$ cat src/rtl/player_state_pkg.sv
// -----------------------------------------------------------------------------
// player_state_pkg
// Shared definitions for the per-player game-state controller:
//   - player_state_t : 3-bit FSM state encoding
//   - COMBO_*        : comboMove codes
//   - SCREEN_X_MAX   : rightmost legal horizontal position
//   - walk_step_x()  : one saturating horizontal step
// -----------------------------------------------------------------------------
package player_state_pkg;

  typedef enum logic [2:0] {
    ST_IDLE   = 3'd0,
    ST_CROUCH = 3'd1,
    ST_JUMP   = 3'd2,
    ST_ATTACK = 3'd3,
    ST_STUN   = 3'd4
  } player_state_t;

  localparam logic [1:0] COMBO_NONE    = 2'd0;
  localparam logic [1:0] COMBO_NORMAL  = 2'd1;
  localparam logic [1:0] COMBO_SPECIAL = 2'd2;
  localparam logic [1:0] COMBO_SUPER   = 2'd3;

  localparam int SCREEN_X_MAX = 86;

  // One walk step, clamped to [x_min, x_max]; done in int so it cannot wrap.
  function automatic logic [6:0] walk_step_x(input logic [6:0] x,
                                             input logic       go_right,
                                             input int         step,
                                             input int         x_min,
                                             input int         x_max);
    int nx;
    nx = go_right ? (int'(x) + step) : (int'(x) - step);
    if (nx < x_min) nx = x_min;
    if (nx > x_max) nx = x_max;
    return 7'(nx);
  endfunction

endpackage

$ cat src/rtl/tick_countdown.sv
// -----------------------------------------------------------------------------
// tick_countdown
// Loadable down-counter advanced only by the game tick. Saturates at zero.
// Ports:
//   clk, reset  : clock, synchronous active-high reset (count -> 0)
//   tick        : advance enable
//   load        : on a tick, load load_value instead of counting down
//   load_value  : value to load
//   count       : current count
//   zero        : count == 0
// -----------------------------------------------------------------------------
module tick_countdown #(
  parameter int WIDTH = 5
) (
  input  logic             clk,
  input  logic             reset,
  input  logic             tick,
  input  logic             load,
  input  logic [WIDTH-1:0] load_value,
  output logic [WIDTH-1:0] count,
  output logic             zero
);

  logic [WIDTH-1:0] count_reg;

  always_ff @(posedge clk) begin
    if (reset) begin
      count_reg <= '0;
    end else if (tick) begin
      if (load) begin
        count_reg <= load_value;
      end else if (count_reg != '0) begin
        count_reg <= count_reg - WIDTH'(1);
      end
    end
  end

  assign count = count_reg;
  assign zero  = (count_reg == '0);

endmodule

$ cat src/rtl/player_state_controller.sv
// -----------------------------------------------------------------------------
// player_state_controller
// Game-state side of one player's movement interface. Consumes the movement /
// attack requests, owns position, facing, jump height and the attack / crouch /
// stun timing, and returns status bits to the movement handler. All state moves
// only on gameTicks; every output is registered.
//
// Ports:
//   clk, reset                      : clock, synchronous active-high reset
//   gameTicks                       : one-clk game tick enable
//   movingLeft, movingRight         : walk requests
//   isJumping, isCrouching          : jump / crouch start requests
//   isBlocking                      : block held
//   comboMove[1:0]                  : 0 none, 1 normal, 2 special, 3 super
//   hitReceived                     : opponent hit, sampled with gameTicks
//   isCrouched, isInAir, isStunned,
//   isPerformingAttackAnimation     : status back to the handler
//   activeAttack[1:0]               : combo being animated, 0 when not attacking
//   attackStart, blockedHit         : one-clk event pulses
//   xPos[6:0], yOffset[5:0]         : position / height above ground
//   facingRight                     : last accepted horizontal direction
//
// Build option: PLAYER_AIR_CONTROL_EN -- when defined, walking is also applied
// during a jump; otherwise position and facing are frozen while airborne.
// -----------------------------------------------------------------------------
module player_state_controller
  import player_state_pkg::*;
#(
  parameter int X_MIN        = 0,
  parameter int X_MAX        = SCREEN_X_MAX,
  parameter int X_START      = 10,
  parameter int WALK_STEP    = 1,
  parameter int JUMP_HALF    = 8,
  parameter int CROUCH_TICKS = 8,
  parameter int ATK1_TICKS   = 4,
  parameter int ATK2_TICKS   = 8,
  parameter int ATK3_TICKS   = 12,
  parameter int STUN_TICKS   = 10
) (
  input  logic       clk,
  input  logic       reset,
  input  logic       gameTicks,
  input  logic       movingLeft,
  input  logic       movingRight,
  input  logic       isJumping,
  input  logic       isCrouching,
  input  logic       isBlocking,
  input  logic [1:0] comboMove,
  input  logic       hitReceived,
  output logic       isCrouched,
  output logic       isInAir,
  output logic       isStunned,
  output logic       isPerformingAttackAnimation,
  output logic [1:0] activeAttack,
  output logic       attackStart,
  output logic       blockedHit,
  output logic [6:0] xPos,
  output logic [5:0] yOffset,
  output logic       facingRight
);

  player_state_t state_reg, state_next;
  logic [6:0] x_reg, x_next;
  logic [5:0] y_reg, y_next;
  logic       facing_reg, facing_next;
  logic [1:0] act_reg, act_next;
  logic       rising_reg, rising_next;
  logic       attack_start_reg, attack_start_next;
  logic       blocked_hit_reg, blocked_hit_next;
  logic       crouched_reg, in_air_reg, stunned_reg, attacking_reg;

  logic       airborne;
  logic       hit_blocked, take_hit;
  logic       start_attack, start_jump, start_crouch;
  logic       walk_state, do_walk;
  logic       timer_load, timer_zero, timer_expiring, timer_tick;
  logic [4:0] timer_load_value, timer_count;

  // ---------------------------------------------------------------------------
  // Per-tick decisions, in priority order: hit > combo > jump > crouch > walk.
  // ---------------------------------------------------------------------------
  assign airborne    = (y_reg != 6'd0);
  assign hit_blocked = hitReceived && isBlocking && !airborne &&
                       ((state_reg == ST_IDLE) || (state_reg == ST_CROUCH));
  assign take_hit    = hitReceived && !hit_blocked;

  assign start_attack = !hitReceived && (comboMove != COMBO_NONE) &&
                        ((state_reg == ST_IDLE) || (state_reg == ST_CROUCH));
  assign start_jump   = !hitReceived && (comboMove == COMBO_NONE) &&
                        (state_reg == ST_IDLE) && isJumping;
  assign start_crouch = !hitReceived && (comboMove == COMBO_NONE) &&
                        (state_reg == ST_IDLE) && !isJumping && isCrouching;

`ifdef PLAYER_AIR_CONTROL_EN
  assign walk_state = (state_reg == ST_IDLE) || (state_reg == ST_JUMP);
`else
  // A jump is always airborne, so this leaves walking to IDLE on the ground.
  assign walk_state = ((state_reg == ST_IDLE) || (state_reg == ST_JUMP)) && !airborne;
`endif

  assign do_walk = !hitReceived && walk_state && (movingLeft ^ movingRight) &&
                   !start_attack && !start_jump && !start_crouch;

  // ---------------------------------------------------------------------------
  // One shared timer: attack, crouch and stun never overlap. An absorbed hit
  // consumes the whole tick, so the timer is frozen on that tick as well.
  // ---------------------------------------------------------------------------
  assign timer_load = take_hit || start_attack || start_crouch;
  assign timer_tick = gameTicks && !hit_blocked;

  always_comb begin
    timer_load_value = 5'(STUN_TICKS);
    if (!take_hit && start_attack) begin
      unique case (comboMove)
        COMBO_NORMAL:  timer_load_value = 5'(ATK1_TICKS);
        COMBO_SPECIAL: timer_load_value = 5'(ATK2_TICKS);
        COMBO_SUPER:   timer_load_value = 5'(ATK3_TICKS);
        default:       timer_load_value = 5'd0;
      endcase
    end else if (!take_hit && start_crouch) begin
      timer_load_value = 5'(CROUCH_TICKS);
    end
  end

  tick_countdown #(
    .WIDTH(5)
  ) u_timer (
    .clk       (clk),
    .reset     (reset),
    .tick      (timer_tick),
    .load      (timer_load),
    .load_value(timer_load_value),
    .count     (timer_count),
    .zero      (timer_zero)
  );

  // True when this tick's decrement leaves the timer at zero.
  assign timer_expiring = timer_zero || (timer_count == 5'd1);

  // ---------------------------------------------------------------------------
  // Next-state logic
  // ---------------------------------------------------------------------------
  always_comb begin
    state_next        = state_reg;
    x_next            = x_reg;
    y_next            = y_reg;
    facing_next       = facing_reg;
    act_next          = act_reg;
    rising_next       = rising_reg;
    attack_start_next = 1'b0;
    blocked_hit_next  = 1'b0;

    if (gameTicks) begin
      if (hit_blocked) begin
        blocked_hit_next = 1'b1;
      end else if (take_hit) begin
        // Height is kept; the player falls back down while stunned.
        state_next = ST_STUN;
        act_next   = COMBO_NONE;
      end else if (start_attack) begin
        state_next        = ST_ATTACK;
        act_next          = comboMove;
        attack_start_next = 1'b1;
      end else begin
        if (do_walk) begin
          x_next      = walk_step_x(x_reg, movingRight, WALK_STEP, X_MIN, X_MAX);
          facing_next = movingRight;
        end
        unique case (state_reg)
          ST_IDLE: begin
            if (start_jump) begin
              state_next  = ST_JUMP;
              y_next      = 6'd1;
              rising_next = (JUMP_HALF > 1);
            end else if (start_crouch) begin
              state_next = ST_CROUCH;
            end
          end
          ST_CROUCH: begin
            if (timer_expiring) state_next = ST_IDLE;
          end
          ST_JUMP: begin
            if (rising_reg) begin
              y_next = y_reg + 6'd1;
              if ((y_reg + 6'd1) == 6'(JUMP_HALF)) rising_next = 1'b0;
            end else begin
              y_next = y_reg - 6'd1;
              if (y_reg == 6'd1) state_next = ST_IDLE;
            end
          end
          ST_ATTACK: begin
            if (timer_expiring) begin
              state_next = ST_IDLE;
              act_next   = COMBO_NONE;
            end
          end
          ST_STUN: begin
            if (airborne) y_next = y_reg - 6'd1;
            // Leave only once both the stun time and the fall are complete.
            if (timer_expiring && (y_reg <= 6'd1)) state_next = ST_IDLE;
          end
          default: state_next = ST_IDLE;
        endcase
      end
    end
  end

  // ---------------------------------------------------------------------------
  // State and registered outputs (status decoded from the next state so it is
  // aligned with position and height).
  // ---------------------------------------------------------------------------
  always_ff @(posedge clk) begin
    if (reset) begin
      state_reg        <= ST_IDLE;
      x_reg            <= 7'(X_START);
      y_reg            <= 6'd0;
      facing_reg       <= 1'b1;
      act_reg          <= COMBO_NONE;
      rising_reg       <= 1'b0;
      attack_start_reg <= 1'b0;
      blocked_hit_reg  <= 1'b0;
      crouched_reg     <= 1'b0;
      in_air_reg       <= 1'b0;
      stunned_reg      <= 1'b0;
      attacking_reg    <= 1'b0;
    end else begin
      state_reg        <= state_next;
      x_reg            <= x_next;
      y_reg            <= y_next;
      facing_reg       <= facing_next;
      act_reg          <= act_next;
      rising_reg       <= rising_next;
      attack_start_reg <= attack_start_next;
      blocked_hit_reg  <= blocked_hit_next;
      crouched_reg     <= (state_next == ST_CROUCH);
      in_air_reg       <= (y_next != 6'd0);
      stunned_reg      <= (state_next == ST_STUN);
      attacking_reg    <= (state_next == ST_ATTACK);
    end
  end

  assign isCrouched                  = crouched_reg;
  assign isInAir                     = in_air_reg;
  assign isStunned                   = stunned_reg;
  assign isPerformingAttackAnimation = attacking_reg;
  assign activeAttack                = act_reg;
  assign attackStart                 = attack_start_reg;
  assign blockedHit                  = blocked_hit_reg;
  assign xPos                        = x_reg;
  assign yOffset                     = y_reg;
  assign facingRight                 = facing_reg;

endmodule
$ cat config.mk
export PLATFORM = sky130hd
export DESIGN_NAME = player_state_controller
export DESIGN_NICKNAME = d
export VERILOG_FILES = /design/src/rtl/player_state_pkg.sv /design/src/rtl/tick_countdown.sv /design/src/rtl/player_state_controller.sv
export SDC_FILE = /design/constraint.sdc
export NUM_CORES = 1
export LEC_CHECK = 0
export BUFFER_PORTS_ARGS = -buffer_cell sky130_fd_sc_hd__buf_2
export CORE_MARGIN = 2
export CORE_UTILIZATION = 29
export DETAILED_ROUTE_END_ITERATION = 10
export SYNTH_ARGS = -nofsm -noshare
export SYNTH_HDL_FRONTEND = slang
export SYNTH_HIERARCHICAL = 1
export SYNTH_SLANG_ARGS = --single-unit
$ cat constraint.sdc
create_clock -name clk -period 3.6 [get_ports clk]
set_input_delay 0.72 -clock clk [delete_from_list [all_inputs] [get_ports clk]]
set_output_delay 0.72 -clock clk [all_outputs]
set_load 0.05 [all_outputs]
# After elaboration in Yosys (flattened, before gate mapping)
# Cells that the tools add are included.
[word_totals]
reg_bits = 31
inputBits = 11
out_inout_bits = 22
elab_cells = 134
[classes]
addsub = 5
order_cmp = 3
eq_ne = 14
mux = 42
n_bitwise = 5
n_reduce_logical = 52
[op_table]
columns = ["cell", "count"]
rows = [
  ["$mux W32", 7],
  ["$mux W6", 7],
  ["$gt A32 B8 Y1 const B", 1],
  ["$lt A32 B1 Y1 const B", 1],
  ["$mux W3", 10],
  ["$logic_and A1 B1 Y1", 21],
  ["$pmux W6 S3", 1],
  ["$mux W5", 3],
  ["$pmux W3 S4", 1],
  ["$pmux W4 S3", 1],
  ["$reduce_bool A6 Y1", 2],
  ["$mux W2", 5],
  ["$eq A3 B2 Y1 const B", 3],
  ["$add A7 B1 Y8 const B", 1],
  ["$logic_not A1 Y1", 8],
  ["$sub A7 B1 Y8 const B", 1],
  ["$mux W7", 1],
  ["$add A6 B1 Y6 const B", 1],
  ["$eq A3 B1 Y1 const B", 2],
  ["$eq A3 B3 Y1 const B", 2],
  ["$eq A6 B1 Y1 const B", 1],
  ["$eq A6 B4 Y1 const B", 1],
  ["$le A6 B1 Y1 const B", 1],
  ["$reduce_and A6 Y1", 1],
  ["other kinds (22)", 38],
]

# Longest topological paths before layout
[depth]
depth_word = 15
mapped_depth = 10
ltp_nobuf = 10

# By module
# Netlist, hierarchy kept.
[modules_own_cells]
columns = ["mod", "instances", "cells_each", "area_each_um2", "seq_area_each_um2"]
rows = [
  ["player_state_controller", 1, 255, 1980.6, 520.5],
  ["tick_countdown", 1, 38, 330.3, 100.1],
]

# Worst setup path after synthesis
# Ideal clock, no wire load.
[synth_path]
kind = "register -> register"
start = "register x_reg[0], in the netlist xPos[0]"
end = "register x_reg[3], in the netlist xPos[3]"
setup_ns = 0.123
arrival_ns = 2.783
required_ns = 3.477
setup_slack_ns = 0.695
path_stages_with_launch = 10
n_path_buf = 1
period_less_slack_ns = 2.905
path_cell_list = "dfxtp_1 > buf_4 > inv_1 > ha_1 > or3b_2 > a211oi_1 > a211oi_1 > o31ai_1 > a32oi_1 > a221o_2"
[synth_between]
elab_chain_cells = 11
elab_cells_between_ends = 12
classes_between = "add/sub (2); order compare (2); mux (8)"
[synth_lines]
columns = ["item", "line_no", "source"]
rows = [
  ["start: declaration", "player_state_controller.sv:63", "logic [6:0] x_reg, x_next;"],
  ["start signal: assignment", "player_state_controller.sv:215", "x_reg <= 7'(X_START);"],
  ["start signal: assignment", "player_state_controller.sv:228", "x_reg <= x_next;"],
  ["$sub A7 B1 Y8 / $add A7 B1 Y8 (equally long branches)", "player_state_pkg.sv:33", "nx = go_right ? (int'(x) + step) : (int'(x) - step);"],
  ["$mux W32 (*)", "player_state_pkg.sv:33", ""],
  ["$lt A32 B1 Y1", "player_state_pkg.sv:34", "if (nx < x_min) nx = x_min;"],
  ["$mux W32 (*)", "player_state_pkg.sv:34", ""],
  ["$mux W32 (*)", "player_state_controller.sv:165", "if (do_walk) begin"],
  ["$mux W32 (*)", "player_state_controller.sv:160", "end else if (start_attack) begin"],
  ["$mux W32 (*)", "player_state_controller.sv:156", "end else if (take_hit) begin"],
  ["$mux W32 (*)", "player_state_controller.sv:154", "if (hit_blocked) begin"],
  ["$mux W32 (*)", "player_state_controller.sv:153", "if (gameTicks) begin"],
  ["$gt A32 B8 Y1", "player_state_pkg.sv:35", "if (nx > x_max) nx = x_max;"],
  ["$mux W7 (*)", "player_state_pkg.sv:35", ""],
]
# Mark *: on every way between the ends. The rest lies on a longest branch, timed or not. The select of a mux whose other input is x is not followed.
# A chain may end at the register's enable or synchronous reset.

# Worst setup path after layout
# Ends and elaborated chain as after synthesis.

==> flow_summary.yaml <==
outcome:
  outcome: "complete, no violations"
finish:
  largest_reg_flops: 7
  antenna_cells: 0
  fin_nets: 333
  final_layout_size_suffix_gt1_share_pct: 18.3
  area_delta_synth_final_pct: 12.3
  fin_cells: 419
  fin_area_mm2: 0.00260
hold_path:
  holdCritStartpoint: "facingRight"
  hp-class: "reg -> reg"
  hold_depth: 2
  hold-path-endpoint: "facingRight"
yosys:
  synth_fa_ha_area_share_pct: 3.25
  synth_most_common_cell: "dfxtp_1"
  seq_area_frac_synth_pct: 26.9
  synth_xor_area_share_pct: 1.89
  synth_compound_area_share_pct: 25.9
  syn_inst: 293
  synth_simple_gate_area_share_pct: 33.1
  synth_top_cell_by_area: "dfxtp_1"
  synth_flop_cell: "dfxtp_1"
  synth_cell_type_count: 69
  synth_area_mm2: 0.00231
  ys_ff_latch: 31
  synth_area_leaders: "dfxtp_1 27%, nor2_1 4.5%, a21oi_1 3.5%"
  async_flop_share_pct: 0
  ys_warn_count: 6
  synth_top_area_share_pct: 26.9
  synth_mux_area_share_pct: 2.60
  synth-edff-count: 0
  synth_top_family_by_area: "simple AND/OR/NAND/NOR gates"
  syn_area_per_cell_um2: 7.89
  yosys-top-cells-count: "31 x dfxtp_1, 28 x nor2_1, 21 x nand2_1"
setup_path:
  crit_path_end_kind: "flip-flop"
  start_kind: "flip-flop"
  r2r_cells: 8
  r2r_start: "xPos[0]"
  required_ps: 3770
  r2r_end: "xPos[3]"
  cp.arrival_ps: 2990
  crit_path_max_fanout: 11
  cpMaxStageDelayCell: "dfxtp_1"
  cpMostUsedCell: "a211oi_1"
  r2r_setup_slack_ps: 780
  cpPeakStageDelay_ps: 540
  path_cells: "inv_1 > ha_1 > or3b_2 > a211oi_1 > a211oi_1 > o31ai_1 > a32oi_1 > a221o_2"
  path_class: "reg -> reg"
power_and_ir_drop:
  powerDensity_mw_per_mm2: 334
  combPwrFrac_pct: 20.8
  power_switching_w: 0.000269
  peakVddDrop_mv: 0.122
  p_leak_nw: 0.976
  clkPwrFrac_pct: 35.8
  p_sw_share_pct: 31.0
  seq_power_share_pct: 43.4
  internal-power_w: 0.000598
detailed_routing:
  drtPass1Iterations: 4
  vias: 2311
  drc: 0
  wl_mm: 6.14
  drt_iter0_markers: 254
  ant_nets: 0
  wl_per_cell_um: 14.7
  viasPerCell: 5.52
cts:
  path_clk_slew_ps: 70
  clockRootBuffer: "clkbuf_8"
  postCtsResizedCells: 0
  cts.sinks: 31
  cts_made_buffers: 5
  clk_latency_ps: 280
  postCtsHoldBufs: 0
  cts_tree: "done"
  htree_num_levels: 2
  cts_buffer_depth: 2
  cts_setup_buffers: 0
place:
  gp_routability_congestion: 0.859
  place_area_mm2: 0.00249
  hpwl_mm: 4.49
  placedCellCount: 411
  io_buffers: 32
timing:
  worst_pin_slew_ps: 795
  finalSetupTns_ps: 0
  fmax_ghz: 0.355
  fin_hold_ws_ps: 469
  setup_violations: 0
  fin_crit_sh_pct: 78.4
  clock_skew_ps: 5.20
  slew_violations: 0
  rsz0062_at_grt: "no"
  slew_headroom_pct: 46.6
  layout_min_cycle_time_ps: 2820
  finalHoldViolations: 0
die:
  die-area_mm2: 0.00870
  initial_core_util_pct: 29.9
  core_area_mm2: 0.00773
  die_height_um: 93.3
  die-width_um: 93.3
  num_rows: 32
  io_pins: 33
flow_run:
  maxCapViolCount: 0
grt:
  grt_max_degree: 34
  grt_pass1_vias: 2050
  grt_overflow: 0
  grt_pass1_wl_mm: 10.1
  antenna_found_initial: 0
  grtUsageTotal_pct: 14.4
## cells by family after synthesis
kind of cell,after synthesis
compound gates,84
xor+xnor,5
fa+ha+maj,6
buf+inv,26
flops,31
mux,6
other cells,1
simple gates,134
## cells in the final DEF, fill, tap and decap left out, types with 3 or more instances in the layout
cell type and instances:
nand3b_1 3, a21oi_1 16, dfxtp_1 31, nor3_1 9, inv_1 9, buf_2 32
and2_1 3, xor2_1 3, o211ai_1 4, mux2i_1 6, ha_1 6, o21ai_0 16
a31oi_1 3, a22oi_1 5, nor3b_1 9, nor2_1 28, nor2b_1 5, nand2b_1 11
nand2_1 21, o22ai_1 3, or3_1 6, nand3_1 9, nor4_1 6, a211oi_1 3
o31ai_1 4, o211a_1 3, or3b_2 3, clkbuf_8 7
## worst max-delay path by stage
stage,startpoint,end,cells after the start
detailed placement,xPos[0],xPos[3],8
global placement,movingRight,xPos[2],6
CTS,xPos[0],xPos[3],8
floorplan,xPos[0],xPos[3],9
global route,xPos[0],xPos[3],8
finish,xPos[0],xPos[3],8
## layout make-up
type                       instances  area (µm²)
multi-input combinational        237        1550
clock inverter                     1        7.51
tap                              102         128
sequential                        31         621
fill                             818        5130
timing repair buffer              32         160
clock buffer                       7        96.3
inverter                           9        33.8
## per-stage QoR
stage / power, W / setup slack, ps / utilization, %
detailed placement: 0.000562 / 801 / 32.3
finish: 0.000866 / 779 / 33.6
global placement: 0.000559 / 810 / 32.3
global route: 0.000912 / 589 / 33.6
CTS: 0.000873 / 786 / 33.6
floorplan: 0.000518 / 695 / -
## critical path, delay by kind of cell, from the launching register on
kind	cells	cell delay (ps)
and+or+nand+nor	1	460
buffers and inverters	1	170
AOI/OAI and AO/OA	5	1150
DFF	1	540
adders and majority gates	1	390
## power by group through the flow
stage | sequential [W] | combinational [W] | clock [W]
finish | 0.000376 | 0.000180 | 0.000310
global route | 0.000378 | 0.000198 | 0.000336
CTS | 0.000375 | 0.000179 | 0.000319
detailed placement | 0.000383 | 0.000179 | 0
global placement | 0.000382 | 0.000176 | 0
floorplan | 0.000394 | 0.000124 | 0
## metal layers
layer  GRT usage [%]  vias to the layer above  share of wire (%)
met3            2.90                        2                4.3
met5               0                        -                  0
met1            19.8                     1090                 48
met2            22.9                       74                 47
met4            3.43                        0               0.47
li1                -                     1145                  -
No activity file was read; power rests on OpenSTA's default activity.
